`src/rtl/score_sweep_if.sv`:
```
// Handshake/result bundle between the sweep sequencer and its host plus the evaluator under test.
interface score_sweep_if;
    logic       start;
    logic       abort;
    logic [3:0] dut_i;
    logic       dut_score;
    logic       busy;
    logic       done;
    logic       pass;
    logic [4:0] hit_count;
    logic [4:0] err_count;
    logic [3:0] first_err;
    logic       first_err_valid;

    modport master (
        output start, abort, dut_score,
        input  dut_i, busy, done, pass, hit_count, err_count, first_err, first_err_valid
    );

    modport slave (
        input  start, abort, dut_score,
        output dut_i, busy, done, pass, hit_count, err_count, first_err, first_err_valid
    );
endinterface

```
`src/rtl/score_sweep_ctrl.sv`:
```
// Sweeps all 16 codes through the combinational score evaluator, samples its output after
// SETTLE cycles per code and scores it against the popcount-window reference.
module score_sweep_ctrl #(
    parameter int SETTLE = 1,
    parameter int LO     = 2,
    parameter int HI     = 3
) (
    input  logic         clk,
    input  logic         rst,
    score_sweep_if.slave bus
);

    typedef enum logic [1:0] {
        IDLE   = 2'd0,
        DRIVE  = 2'd1,
        SAMPLE = 2'd2,
        DONE   = 2'd3
    } state_t;

    localparam logic [3:0] SETTLE_LAST = 4'(SETTLE - 1);

    state_t     state;
    logic [3:0] settle_cnt;
    logic       mismatch;
    logic [4:0] err_next;

    function automatic logic model_score(input logic [3:0] c);
        int pc;
        pc = 0;
        for (int k = 0; k < 4; k++) begin
            pc += int'(c[k]);
        end
        return (pc >= LO) && (pc <= HI);
    endfunction

    // dut_i doubles as the sweep code, so the reference is evaluated on what the unit actually sees
    always_comb begin
        mismatch = (bus.dut_score != model_score(bus.dut_i));
        err_next = bus.err_count + {4'd0, mismatch};
    end

    always_ff @(posedge clk or posedge rst) begin
        if (rst) begin
            state               <= IDLE;
            settle_cnt          <= 4'd0;
            bus.dut_i           <= 4'h0;
            bus.busy            <= 1'b0;
            bus.done            <= 1'b0;
            bus.pass            <= 1'b0;
            bus.hit_count       <= 5'd0;
            bus.err_count       <= 5'd0;
            bus.first_err       <= 4'h0;
            bus.first_err_valid <= 1'b0;
        end else if (bus.abort) begin
            // results of the interrupted sweep stay visible for inspection
            state      <= IDLE;
            settle_cnt <= 4'd0;
            bus.dut_i  <= 4'h0;
            bus.busy   <= 1'b0;
            bus.done   <= 1'b0;
            bus.pass   <= 1'b0;
        end else begin
            case (state)
                IDLE, DONE: begin
                    if (bus.start) begin
                        state               <= DRIVE;
                        settle_cnt          <= 4'd0;
                        bus.dut_i           <= 4'h0;
                        bus.busy            <= 1'b1;
                        bus.done            <= 1'b0;
                        bus.pass            <= 1'b0;
                        bus.hit_count       <= 5'd0;
                        bus.err_count       <= 5'd0;
                        bus.first_err       <= 4'h0;
                        bus.first_err_valid <= 1'b0;
                    end
                end

                DRIVE: begin
                    if (settle_cnt == SETTLE_LAST) begin
                        settle_cnt <= 4'd0;
                        state      <= SAMPLE;
                    end else begin
                        settle_cnt <= settle_cnt + 4'd1;
                    end
                end

                SAMPLE: begin
                    bus.hit_count <= bus.hit_count + {4'd0, bus.dut_score};
                    bus.err_count <= err_next;
                    if (mismatch && !bus.first_err_valid) begin
                        bus.first_err       <= bus.dut_i;
                        bus.first_err_valid <= 1'b1;
                    end
                    if (bus.dut_i == 4'hF) begin
                        state    <= DONE;
                        bus.busy <= 1'b0;
                        bus.done <= 1'b1;
                        bus.pass <= (err_next == 5'd0);
                    end else begin
                        bus.dut_i <= bus.dut_i + 4'd1;
                        state     <= DRIVE;
                    end
                end

                default: state <= IDLE;
            endcase
        end
    end

endmodule

```
`src/flat_wrapper.sv`:
```
// flat-port wrapper written by rule: the top's interface ports become plain ports
module score_sweep_ctrl_flat 
#(
    parameter int SETTLE = 1,
    parameter int LO     = 2,
    parameter int HI     = 3
)
  (clk, rst, bus_start, bus_abort, bus_dut_score, bus_dut_i, bus_busy, bus_done, bus_pass, bus_hit_count, bus_err_count, bus_first_err, bus_first_err_valid);
  score_sweep_if bus_i ();
  input  logic clk;
  input  logic rst;
  input wire logic [$bits(bus_i.start)-1:0] bus_start;
  input wire logic [$bits(bus_i.abort)-1:0] bus_abort;
  input wire logic [$bits(bus_i.dut_score)-1:0] bus_dut_score;
  output wire logic [$bits(bus_i.dut_i)-1:0] bus_dut_i;
  output wire logic [$bits(bus_i.busy)-1:0] bus_busy;
  output wire logic [$bits(bus_i.done)-1:0] bus_done;
  output wire logic [$bits(bus_i.pass)-1:0] bus_pass;
  output wire logic [$bits(bus_i.hit_count)-1:0] bus_hit_count;
  output wire logic [$bits(bus_i.err_count)-1:0] bus_err_count;
  output wire logic [$bits(bus_i.first_err)-1:0] bus_first_err;
  output wire logic [$bits(bus_i.first_err_valid)-1:0] bus_first_err_valid;
  assign bus_i.start = bus_start;
  assign bus_i.abort = bus_abort;
  assign bus_i.dut_score = bus_dut_score;
  assign bus_dut_i = bus_i.dut_i;
  assign bus_busy = bus_i.busy;
  assign bus_done = bus_i.done;
  assign bus_pass = bus_i.pass;
  assign bus_hit_count = bus_i.hit_count;
  assign bus_err_count = bus_i.err_count;
  assign bus_first_err = bus_i.first_err;
  assign bus_first_err_valid = bus_i.first_err_valid;
  score_sweep_ctrl #(.SETTLE(SETTLE), .LO(LO), .HI(HI)) u_core (.clk(clk), .rst(rst), .bus(bus_i));
endmodule
```
`config.mk`:
```
export PLATFORM = sky130hd
export DESIGN_NAME = score_sweep_ctrl_flat
export DESIGN_NICKNAME = d
export VERILOG_FILES = /design/src/rtl/score_sweep_if.sv /design/src/rtl/score_sweep_ctrl.sv /design/src/flat_wrapper.sv
export SDC_FILE = /design/constraint.sdc
export NUM_CORES = 1
export LEC_CHECK = 0
export ABC_AREA = 1
export CAP_MARGIN = 20
export CORE_AREA = 8 8 74 57
export CTS_BUF_LIST = sky130_fd_sc_hd__clkbuf_8
export DETAILED_ROUTE_END_ITERATION = 16
export DIE_AREA = 0 0 82 65
export DONT_BUFFER_PORTS = 1
export PLACE_DENSITY = 0.79
export SETUP_SLACK_MARGIN = 0.1
export SYNTH_ARGS = -nofsm -noshare
export SYNTH_HDL_FRONTEND = slang
export SYNTH_SLANG_ARGS = --single-unit
```
`constraint.sdc`:
```
create_clock -name clk -period 3.2 [get_ports clk]
set_clock_uncertainty 0.2 [all_clocks]
set_input_delay 0 -clock clk [delete_from_list [all_inputs] [get_ports clk]]
set_output_delay 0 -clock clk [all_outputs]
set_load 0.05 [all_outputs]
```
Word-level counts from Yosys, hierarchy flattened:

Cells that the tools add are included.

* add/sub/neg operators: 7
* $lt $le $gt $ge: 2
* equal/unequal tests: 11
* mux-type cells: 30
* bitwise logic cells: 1
* reduce and logical (&&, ||, !) cells: 16

Operator list (number)
* adder 32 x 2 -> 32 bit: 2
* greater-or-equal comparator 32 x 3 -> 1 bit, second input constant: 1
* <= comparator 32 x 3 -> 1 bit, second input constant: 1
* two-way mux 4 bit: 6
* case mux 4 bit (2 select lines): 3
* case mux 5 bit (2 select lines): 2
* adder 5 x 1 -> 5 bit: 2
* two-way mux 1 bit: 9
* AND reduction 3 bit: 3
* adder 4 x 1 -> 4 bit, second input constant: 2
* two-way mux 2 bit: 4
* case mux 1 bit (2 select lines): 4
* inequality test 3 x 2 -> 1 bit, second input constant: 2
* inequality test 3 bit, second input constant: 2
* case mux 2 bit (3 select lines): 1
* nonzero test 3 bit: 2
* zero test 5 bit: 1
* two-way mux 5 bit: 1
* == test 2 bit, second input constant: 2
* == test 4 bit, second input constant: 1
* zero test 4 bit: 1
* AND reduction 2 bit: 2
* AND reduction 4 bit: 1
* adder 1 x 1 -> 2 bit: 1
* other kinds (10): 11

* register bits: 28
* bits of input ports: 5
* output and inout bits: 22
* word-level logic and storage cells: 77

Longest topological paths before layout:

* word-level depth: 11
* depth in mapped cells: 14
* depth with buffers taken out: 14

Least setup slack after synthesis:

OpenSTA, ideal clock, no wires.

* path type: register to register
* start point: reg u_core.bus.dut_i[0]
* end point: reg u_core.bus.pass
* setup time: 0.118 ns
* arrival time: 2.383 ns
* data required time: 2.882 ns
* setup slack: 0.499 ns
* cell stages (with the launch flop): 14
* buffers on the path: 0
* period minus slack after synthesis: 2.701 ns
* cell sequence: dfrtp_1 -> ha_1 -> ha_1 -> a21oi_1 -> nand2_1 -> nand2_1 -> inv_1 -> ha_1 -> ha_1 -> nand3_1 -> xor2_1 -> inv_1 -> nand3_1 -> nand2_1

* longest elaborated chain between the ends: 11
* elaborated cells on any way between the ends: 15
* classes of those cells: add/sub (4); order compare (2); eq/ne (3); mux (3); reduce/logical (3)

RTL lines
* start: declaration: line score_sweep_if.sv:22 `output dut_i, busy, done, pass, hit_count, err_count, first_err, first_err_valid`
* start signal: assignment: line score_sweep_ctrl.sv:101 `bus.dut_i <= bus.dut_i + 4'd1;`
* adder 1 x 1 -> 2 bit: line score_sweep_ctrl.sv:31 `pc += int'(c[k]);`
* adder 32 x 2 -> 32 bit (2 in series): line score_sweep_ctrl.sv:31
* greater-or-equal comparator 32 x 3 -> 1 bit or <= comparator 32 x 3 -> 1 bit (tied branches): line score_sweep_ctrl.sv:33 `return (pc >= LO) && (pc <= HI);`
* logical AND 1 bit: line score_sweep_ctrl.sv:33
* inequality test 1 bit: line score_sweep_ctrl.sv:38 `mismatch = (bus.dut_score != model_score(bus.dut_i));`
* adder 5 x 1 -> 5 bit: line score_sweep_ctrl.sv:39 `err_next = bus.err_count + {4'd0, mismatch};`
* zero test 5 bit: line score_sweep_ctrl.sv:99 `bus.pass <= (err_next == 5'd0);`
* two-way mux 1 bit: line score_sweep_ctrl.sv:95 `if (bus.dut_i == 4'hF) begin`
* case mux 1 bit (2 select lines): line score_sweep_ctrl.sv:63 `case (state)`
* two-way mux 1 bit: line score_sweep_ctrl.sv:54 `end else if (bus.abort) begin`
* end signal: assignment: line score_sweep_ctrl.sv:99
* end: declaration: line score_sweep_if.sv:22

Several ways; a longest one is shown, not always the timed one. The select of a mux whose other input is x is not followed.
A chain may end at the register's enable or synchronous reset.

Worst setup path after layout:

Same ends and word-level chain as after synthesis.

==> reports/results.ini <==
[outcome]
status=finished, final reports clean

[logic_synthesis]
yosysTopAreaCell=dfrtp_1
ys_warn_count=0
synth_area_per_cell_um2=7.46
yosysUniqueCellTypes=22
ys_ff_latch=28
synthCells=217
syn_area_um2=1620
seq_area_frac_synth_pct=43.3
synth_top_area_share_pct=43.3
synthTopCellsByArea=dfrtp_1, nand2_1, ha_1, inv_1, nand3_1
synth.net_count=232

[worst_setup_path]
r2r_end=u_core.bus.pass
required_ps=3180
critPathMaxFanout=3
path_class=reg -> reg
cpMaxStageDelayCell=dfrtp_1
crit_top_cell=ha_1
critPathBufInv=2
cp_cell_sequence=ha_1, ha_1, a21oi_1, nand2_1, nand2_1, inv_1, ha_1, ha_1, nand3_1, xor2_1, inv_1, nand3_1, nand2_1
r2r_setup_slack_ps=660
crit_start=u_core.bus.dut_i[0]
critPathMaxStageDelay_ps=400
rr_startpoint=u_core.bus.dut_i[0]
critPathLaunchType=register
r2r_cells=13
cp_num_cells=13
cp-end-kind=register
crit_arrival_ps=2530
critical-path-top-delay-family=adder cells
crit_end=u_core.bus.pass

[detailed_routing]
ant_nets=0
drtPass1Iterations=4
vias_per_cell=5.25
drc=0
wl_per_cell_um=13.1
drtIter0Drc=45
vias=1408
drt-total-wl_um=3510

[placed_design]
portBuffers=0
dp.cells=257
post_dp_cell_area_um2=1690
routabilityCongestion=0.803
place_hpwl_um=2660

[clocking]
cts_num_sinks=28
insertion_delay_ps=280
clk_pin_slew_ps=100
cts_buffer_depth=2
post_cts_buffers=0
tritoncts=yes
cts_max_level=1
clockRootBuffer=clkbuf_8
cts_buffers=3

[pwr]
p_leak_nw=0.977
cellPowerDensity_nw_per_um2=504
fin_total_pwr_mw=0.930
vdd_drop_max_mv=0.476

[global_route]
grt_util_met1_pct=17.0
grt_max_degree=29
first_global_vias=1344
grt_usage_pct=14.1
grt_util_met3_pct=5.37
grt_util_met2_pct=22.8
top_usage_layer=met2
gr-total-overflow=0
grt_pass1_wl_um=6010
antenna_found_initial=0

[die]
placementRows=17
ios=27
dieHeight_um=65
initial_core_util_pct=53.6
die-area_um2=5330
core_um2=3020
die_w_um=82

[worst_hold_path]
min-delay-path-class=reg -> reg
min_path_cells=2

[sta]
setup-tns-final_ps=0
rsz0062_at_grt=false
max_clock_freq_ghz=0.393
worst_slew_pin_slew_ps=624
slew_headroom_pct=58.4
setup_viol=0
hold_viol=0
holdWs_ps=319
final_max_slew_viol_count=0
finalCriticalPeriod_ps=2540
fin_crit_sh_pct=79.5

[finish]
drive_above_1_share_pct=9.57
final_cell_mix=nand2_1, inv_1, dfrtp_1
final_common_cell=nand2_1
nets=246
finalInstanceArea_um2=1850
final_cells=268
area_delta_synth_final_pct=14.0
diodes=0

[flow_run]
drv_cap=0

-- logic make-up (layout without fill, tap and decap cells) --
family	Yosys count	after routing	share of synthesized area, %
adders and majority gates	10	10	7.73
buffers and inverters	37	50	8.96
and+or+nand+nor	117	117	31.2
AOI/OAI and AO/OA	22	22	7.19
xor gates and xnor gates	3	3	1.62
DFF	28	28	43.3
-- power breakdown --
part	total (mW)	internal, mW	switching [mW]
clock network	0.284	0.168	0.116
logic	0.220	0.0702	0.150
registers	0.426	0.375	0.0508
total	0.930	0.613	0.317
-- worst min-delay path by stage --
stage | slack [ps] | start | to
global route | 350 | u_core.state[1] | u_core.state[1]
detailed placement | -100 | bus_abort | u_core.bus.busy
CTS | 250 | rst | u_core.bus.err_count[2]
finish | 320 | u_core.state[0] | u_core.state[0]
floorplan | -130 | rst | u_core.bus.busy
global placement | -100 | bus_abort | u_core.bus.busy
-- metrics by stage --
stage               utilization, %  setup WS [ps]
finish                        61.1            655
global route                  61.1            471
CTS                           59.9            629
detailed placement            55.8            632
global placement              55.8            795
floorplan                        -            499
-- registers in the layout (all words and copies together) (netlist names) --
register                    cells
u_core.bus.err_count            5
u_core.bus.first_err            4
u_core.bus.pass                 1
u_core.settle_cnt               4
u_core.state                    2
u_core.bus.hit_count            5
u_core.bus.done                 1
u_core.bus.busy                 1
u_core.bus.first_err_valid      1
u_core.bus.dut_i                4
-- Yosys cell counts --
cell type  instances
o21ai_0           14
nand2_1           64
nand3_2            1
or2_2              1
a21oi_1            2
nor3_1             2
inv_1             31
xor2_1             1
o22ai_1            1
nand3_1           18
nand2_2            5
xnor2_1            2
nand4_1            6
o21ai_1            3
dfrtp_1           28
buf_4              1
nor2_2             2
ha_1              10
buf_2              2
inv_2              3
o31ai_1            2
nor2_1            18
-- what timing repair did --
| action | in CTS | in global routing |
|---|---|---|
| gates resized for setup | 0 | 0 |
| endpoints found under the setup margin | 0 | 0 |
| hold buffers | 5 | 1 |
| hold endpoints to repair | 51 | 7 |
-- metal layers --
layer / share of wire, % / wire (um)
met1: 44 / 1560
met2: 46 / 1620
met3: 8.5 / 298
met4: 0.83 / 29
met5: 0 / 0
-- tightest hold or removal path, cell delays in order, from the launching register on --
cell and delay [ps]:
dfrtp_1 380, nand2_1 60, nand2_1 50
-- final cells by class --
type | instances | area (um^2)
clock buffers | 3 | 41.3
clock inverters | 1 | 30.0
fillers | 270 | 1170
inverters | 34 | 128
multi-input cells | 152 | 773
flip-flops and latches | 28 | 701
well taps | 38 | 47.5
repair buffers | 12 | 125
Power figures use the tool's default switching activity.
